<file path="src/rtl/seg7_pkg.sv">
// Shared constants for the 7-segment reader: segment patterns (bit 0 = a .. bit 6 = g),
// the 4-bit codes they decode to, and the dwell-tracking state type.
package seg7_pkg;

  localparam logic [6:0] SEG_0     = 7'b0111111;
  localparam logic [6:0] SEG_1     = 7'b0000110;
  localparam logic [6:0] SEG_2     = 7'b1011011;
  localparam logic [6:0] SEG_3     = 7'b1001111;
  localparam logic [6:0] SEG_4     = 7'b1100110;
  localparam logic [6:0] SEG_5     = 7'b1101101;
  localparam logic [6:0] SEG_6     = 7'b1111101;
  localparam logic [6:0] SEG_7     = 7'b0000111;
  localparam logic [6:0] SEG_8     = 7'b1111111;
  localparam logic [6:0] SEG_9     = 7'b1101111;
  localparam logic [6:0] SEG_U     = 7'b0111110;
  localparam logic [6:0] SEG_P     = 7'b1110011;
  localparam logic [6:0] SEG_L     = 7'b0111000;
  localparam logic [6:0] SEG_BLANK = 7'b0000000;

  localparam logic [3:0] CODE_U       = 4'd10;
  localparam logic [3:0] CODE_P       = 4'd11;
  localparam logic [3:0] CODE_L       = 4'd12;
  localparam logic [3:0] CODE_ILLEGAL = 4'd14;
  localparam logic [3:0] CODE_BLANK   = 4'd15;

  typedef enum logic [1:0] {
    IDLE   = 2'd0,
    SETTLE = 2'd1,
    HOLD   = 2'd2
  } dwell_state_e;

endpackage

</file>
<file path="src/rtl/seg7_pattern_decode.sv">
// Combinational inverse of the segment encoder: 7-bit pattern in, 4-bit code out.
// Define SEG7_READER_GLYPH_EN to also accept the U, P and L glyphs; otherwise they decode as illegal.
module seg7_pattern_decode
  import seg7_pkg::*;
(
  input  logic [6:0] pattern_i,
  output logic [3:0] code_o
);

  always_comb begin
    code_o = CODE_ILLEGAL;
    case (pattern_i)
      SEG_0:     code_o = 4'd0;
      SEG_1:     code_o = 4'd1;
      SEG_2:     code_o = 4'd2;
      SEG_3:     code_o = 4'd3;
      SEG_4:     code_o = 4'd4;
      SEG_5:     code_o = 4'd5;
      SEG_6:     code_o = 4'd6;
      SEG_7:     code_o = 4'd7;
      SEG_8:     code_o = 4'd8;
      SEG_9:     code_o = 4'd9;
`ifdef SEG7_READER_GLYPH_EN
      SEG_U:     code_o = CODE_U;
      SEG_P:     code_o = CODE_P;
      SEG_L:     code_o = CODE_L;
`else
      SEG_U, SEG_P, SEG_L: code_o = CODE_ILLEGAL;
`endif
      SEG_BLANK: code_o = CODE_BLANK;
      default:   code_o = CODE_ILLEGAL;
    endcase
  end

endmodule

</file>
<file path="src/rtl/seg7_reader.sv">
// Watches a multiplexed 7-segment bus, debounces each digit dwell and hands whole frames out on valid/ready.
// Glyph decoding (U/P/L) is enabled by defining SEG7_READER_GLYPH_EN.
module seg7_reader
  import seg7_pkg::*;
#(
  parameter int DIGITS        = 2,
  parameter int STABLE_CYCLES = 4
) (
  input  logic                  clk,
  input  logic                  rst_n,
  input  logic [6:0]            seg_in,
  input  logic [DIGITS-1:0]     dig_en,
  output logic [4*DIGITS-1:0]   frame_code,
  output logic                  frame_valid,
  input  logic                  frame_ready,
  output logic                  illegal_seen,
  output logic                  overrun
);

  localparam int CNT_W = $clog2(STABLE_CYCLES + 1);
  localparam logic [CNT_W-1:0] CNT_TARGET = CNT_W'(STABLE_CYCLES);
  localparam logic [CNT_W-1:0] CNT_ONE    = CNT_W'(1);

  logic [6:0]          sSeg_q;
  logic [DIGITS-1:0]   sDig_q;
  logic [6:0]          pSeg_q;
  logic [DIGITS-1:0]   pDig_q;
  dwell_state_e        state_q;
  logic [CNT_W-1:0]    cnt_q;
  logic [CNT_W-1:0]    cntInc;
  logic [DIGITS-1:0]   seen_q;
  logic [DIGITS-1:0]   seen_d;
  logic [3:0]          slot_q [DIGITS];
  logic [4*DIGITS-1:0] slotFlat;
  logic [4*DIGITS-1:0] frameCode_q;
  logic                frameValid_q;
  logic                illegal_q;
  logic                overrun_q;
  logic [3:0]          capCode;
  logic                digOneHot;
  logic                sampleSame;
  logic                captureNow;
  logic                seenAll;
  logic                accept;

  // The p* copy is the previous registered sample, used to detect a steady bus.
  always_ff @(posedge clk) begin
    if (!rst_n) begin
      sSeg_q <= '0;
      sDig_q <= '0;
      pSeg_q <= '0;
      pDig_q <= '0;
    end else begin
      sSeg_q <= seg_in;
      sDig_q <= dig_en;
      pSeg_q <= sSeg_q;
      pDig_q <= sDig_q;
    end
  end

  seg7_pattern_decode uDecode (
    .pattern_i (sSeg_q),
    .code_o    (capCode)
  );

  assign digOneHot  = $onehot(sDig_q);
  assign sampleSame = (sSeg_q == pSeg_q) && (sDig_q == pDig_q);
  assign cntInc     = cnt_q + CNT_ONE;
  assign captureNow = digOneHot && (state_q == SETTLE) && sampleSame && (cntInc == CNT_TARGET);
  assign seenAll    = &seen_q;
  assign accept     = frameValid_q && frame_ready;

  always_ff @(posedge clk) begin
    if (!rst_n) begin
      state_q <= IDLE;
      cnt_q   <= '0;
    end else if (!digOneHot) begin
      state_q <= IDLE;
      cnt_q   <= '0;
    end else if ((state_q == IDLE) || !sampleSame) begin
      state_q <= SETTLE;
      cnt_q   <= CNT_ONE;
    end else if (state_q == SETTLE) begin
      cnt_q <= cntInc;
      if (cntInc == CNT_TARGET) begin
        state_q <= HOLD;
      end
    end
  end

  // A completed frame clears seen; capture bits are ORed in afterwards so none is lost.
  always_comb begin
    seen_d = seenAll ? '0 : seen_q;
    if (captureNow) begin
      seen_d = seen_d | sDig_q;
    end
  end

  always_comb begin
    slotFlat = '0;
    for (int i = 0; i < DIGITS; i++) begin
      slotFlat[4*i +: 4] = slot_q[i];
    end
  end

  always_ff @(posedge clk) begin
    if (!rst_n) begin
      seen_q    <= '0;
      illegal_q <= 1'b0;
      for (int i = 0; i < DIGITS; i++) begin
        slot_q[i] <= CODE_BLANK;
      end
    end else begin
      seen_q <= seen_d;
      for (int i = 0; i < DIGITS; i++) begin
        if (captureNow && sDig_q[i]) begin
          slot_q[i] <= capCode;
        end
      end
      if (captureNow && (capCode == CODE_ILLEGAL)) begin
        illegal_q <= 1'b1;
      end
    end
  end

  // An acceptance in the same cycle as a completion frees the register for the new frame.
  always_ff @(posedge clk) begin
    if (!rst_n) begin
      frameCode_q  <= '1;
      frameValid_q <= 1'b0;
      overrun_q    <= 1'b0;
    end else if (seenAll) begin
      if (!frameValid_q || accept) begin
        frameCode_q  <= slotFlat;
        frameValid_q <= 1'b1;
      end else begin
        overrun_q <= 1'b1;
      end
    end else if (accept) begin
      frameValid_q <= 1'b0;
    end
  end

  assign frame_code   = frameCode_q;
  assign frame_valid  = frameValid_q;
  assign illegal_seen = illegal_q;
  assign overrun      = overrun_q;

endmodule

</file>
<file path="config.mk">
export PLATFORM = sky130hd
export DESIGN_NAME = seg7_reader
export DESIGN_NICKNAME = d
export VERILOG_FILES = /design/src/rtl/seg7_pkg.sv /design/src/rtl/seg7_pattern_decode.sv /design/src/rtl/seg7_reader.sv
export SDC_FILE = /design/constraint.sdc
export NUM_CORES = 1
export LEC_CHECK = 0
export BUFFER_PORTS_ARGS = -buffer_cell sky130_fd_sc_hd__buf_4
export CORE_ASPECT_RATIO = 1.25
export CORE_MARGIN = 5
export CORE_UTILIZATION = 59
export CTS_BUF_LIST = sky130_fd_sc_hd__clkbuf_4 sky130_fd_sc_hd__clkbuf_8
export DETAILED_ROUTE_END_ITERATION = 16
export MAX_ROUTING_LAYER = met4
export PLACE_DENSITY_LB_ADDON = 0.3
export SETUP_SLACK_MARGIN = 0.15
export SLEW_MARGIN = 30
export SYNTH_ARGS = -nofsm -noshare
export SYNTH_HDL_FRONTEND = slang
export SYNTH_SLANG_ARGS = --single-unit
</file>
<file path="constraint.sdc">
create_clock -name clk -period 2.4 [get_ports clk]
set_clock_uncertainty 0.15 [all_clocks]
set_input_delay 0.24 -clock clk [delete_from_list [all_inputs] [get_ports clk]]
set_output_delay 0.24 -clock clk [all_outputs]
set_load 0.005 [all_outputs]
</file>
==> results.cfg <==
[global_route]
gr-total-overflow = 0
grt_pass1_vias = 1361
grt.total_usage_pct = 17.6
antenna_found_initial = 0
grt_max_degree = 38
grt_pass1_wl_um = 5700

[floorplanning]
die_area_um2 = 4350
rows = 22
start_util_pct = 62.0
die_h_um = 72.5
core-area_um2 = 2970
die_x_um = 60.0
io_pins = 23

[power_and_ir_drop]
ir_worst_vdd_mv = 0.562
total_leakage_power_nw = 0.835
power_density_nw_per_um2 = 614

[sta]
tns_ns = 0
maxSlewViolCount = 0
hold_violations = 0
rsz0062_at_grt = false
relSlewSlack_pct = 62.8
fin_crit_sh_pct = 88.6
period_needed_ns = 2.13
worst_slew_pin_slew_ns = 0.552
setup_violations = 0
fmax_ghz = 0.470

[cts]
cts_made_buffers = 5
cts_tree = built
clk_pin_slew_ns = 0.12
clock-sinks = 44
post_cts_buffers = 0
cts_root_buffer = clkbuf_4
htree_num_levels = 2
clk_latency_ns = 0.36
cts_buffer_depth = 2

[worst_setup_path]
cp_cell_sequence = or4_4 -> or4_4 -> clkinv_1 -> a211o_1 -> nand4_1
critPathSlowestCell = or4_4
max_stage_delay_ns = 0.60
end_kind = register
critPathKind = reg -> reg
timing.critical_path.mode_cell = or4_4
critPathRequiredTime_ns = 2.34
critPathMaxFanout = 9
start_kind = register
critPathArrivalTime_ns = 2.07

[detailed_routing]
vias = 1394
wirelength_um = 3230
routed.top_layer = met4
wl_met3_um = 168
dr_wl_met2_um = 1710
ant_nets = 0
drc = 0
drtPass1Iterations = 4
first_iter_violations = 69
vias_per_cell = 5.36
wl_per_cell_um = 12.4
wl_met1_um = 1290

[place]
port_buffers = 22
routabilityCongestion = 0.817
dp_cells = 243
dp_hpwl_um = 2320

[logic_synthesis]
yosys_warnings = 0
synth_edf_count = 8
synth_cell_types = 36
ys_async_sr_fraction_pct = 0
ys_seq_area_share_pct = 52.1
synth_seq_cells = 44
ys.flop_type = dfxtp_1
synth_nets = 207
netlist_area_um2 = 1840
avgSynthCellArea_um2 = 9.56
synthCells = 193

[cells_and_area]
fillers = 215
area_growth_pct = 19.1
stdcell_count = 260
diodes = 0
final_layout_size_suffix_gt1_share_pct = 19.2
num-nets-final = 237

[outcome]
outcome = finished, final reports clean

[flow_run]
drv_cap = 0

[min_path]
hold_class = in -> reg
[cells in the mapped netlist, types with 2 or more instances]
master / n / area, µm²
buf_6: 2 / 22.5
nand2_1: 25 / 93.8
nor2b_1: 5 / 31.3
nor4b_1: 2 / 17.5
or4_4: 2 / 22.5
nand4_1: 3 / 18.8
nor3_1: 5 / 25.0
xnor2_1: 10 / 87.6
nor2_1: 6 / 22.5
o21ai_0: 13 / 65.1
nand3_1: 13 / 65.1
o2111ai_1: 3 / 26.3
and2_1: 17 / 106
dfxtp_1: 36 / 721
buf_2: 3 / 15.0
edfxtp_1: 8 / 240
a211oi_1: 2 / 15.0
ha_1: 2 / 25.0
nand3b_1: 5 / 37.5
nand2b_1: 4 / 25.0
clkbuf_1: 7 / 26.3
nor4_1: 2 / 12.5
a21oi_1: 5 / 25.0
[cells by family after synthesis]
kind of cell             count (synthesis)  synth area share [%]
adder cells (fa/ha/maj)                  2                  1.36
AO/OA/AOI/OAI                           30                  10.2
AND/OR/NAND/NOR                         92                  27.2
XOR/XNOR                                11                  5.22
buffers and inverters                   14                  3.87
flip-flops                              44                  52.1
[registers in the layout (all words and copies together), names as in the netlist]
register      count
frame_code        8
slot_q            8
pSeg_q            7
sSeg_q            7
cnt_q             3
pDig_q            2
sDig_q            2
seen_q            2
state_q           2
frame_valid       1
illegal_seen      1
overrun           1
[per-layer routing]
layer / GRT usage (%) / up-vias
met1: 16.9 / 630
met3: 4.45 / 7
met2: 32.0 / 31
li1: - / 726
met4: 8.13 / 0
met5: - / -
[what timing repair did]
action                                 CTS  global route
hold buffers                             9             0
gates resized for setup                  0             4
setup endpoints to repair                0             8
endpoints found under the hold margin    9             0
[power breakdown]
part | leakage [nW] | switching [mW] | internal [mW]
registers | 0.350 | 0.0228 | 0.767
clock network | 0.0456 | 0.228 | 0.230
logic | 0.440 | 0.0417 | 0.0585
total | 0.835 | 0.293 | 1.06
[layout by cell type, fill, tap and decap left out, drive strengths merged]
| cell | Yosys | final |
|---|---|---|
| inv | 1 | 1 |
| nor2b | 5 | 5 |
| or4 | 2 | 2 |
| or3 | 1 | 1 |
| a21boi | 1 | 1 |
| o311a | 1 | 1 |
| clkinv | 1 | 2 |
| nand3 | 13 | 13 |
| nand3b | 5 | 5 |
| a22oi | 1 | 1 |
| nand2 | 25 | 25 |
| nor4b | 2 | 2 |
| o2111ai | 3 | 3 |
| and2 | 18 | 18 |
| a21oi | 5 | 5 |
| o21a | 1 | 1 |
| ha | 2 | 2 |
| nand4 | 3 | 3 |
| nor2 | 6 | 6 |
| nor3 | 5 | 5 |
| o211a | 1 | 1 |
| nor4 | 2 | 2 |
| dlygate4sd3 | 0 | 9 |
| or4b | 1 | 1 |
| a211oi | 2 | 2 |
| xnor2 | 10 | 10 |
| clkbuf | 7 | 6 |
| nand2b | 4 | 4 |
| xor2 | 1 | 1 |
| buf | 5 | 26 |
| bufinv | 0 | 1 |
| o21ai | 14 | 14 |
| a211o | 1 | 1 |
| edfxtp | 8 | 8 |
| dfxtp | 36 | 36 |
[worst max-delay path, delay by kind of cell, from the launching register on]
| family | cells | cell delay [ns] |
|---|---|---|
| compound gates | 1 | 0.08 |
| buf+inv | 1 | 0.06 |
| flops | 1 | 0.41 |
| simple gates | 3 | 1.17 |
[layout make-up]
type	instances	area [µm²]	area share [%]
multi-input cells	135	812	37.0
well taps	36	45.0	2.05
clock buffers	6	45.0	2.05
inverters	2	7.51	0.342
clock inverters	2	35.0	1.60
repair buffers	35	285	13.0
flip-flops and latches	44	966	44.0
[metrics by stage]
stage | instance area, µm² | total power, mW | worst slack (ns) | utilization, % | hold slack [ns]
2_1_floorplan | 1840 | 0.870 | 0.355 | - | 0.217
3_3_place_gp | 2020 | 0.890 | 0.339 | 68.0 | 0.289
3_5_place_dp | 2020 | 0.895 | 0.280 | 68.0 | 0.294
4_1_cts | 2190 | 1.36 | 0.230 | 73.7 | 0.0611
5_1_grt | 2200 | 1.42 | 0.164 | 73.9 | 0.0611
6_report | 2200 | 1.35 | 0.274 | 73.9 | 0.0707
[final timing paths]
kind                                   start       endpoint  slack [ns]  depth (start not counted)
worst min-delay path                   rst_n  frame_code[2]        0.07                          2
worst min register to register  illegal_seen   illegal_seen        0.31                          2
worst max-delay path               sSeg_q[3]   slot_q[1][2]        0.27                          5
worst max register to register     sSeg_q[3]   slot_q[1][2]        0.27                          5
Note: power is estimated with default switching activity, not from simulation.
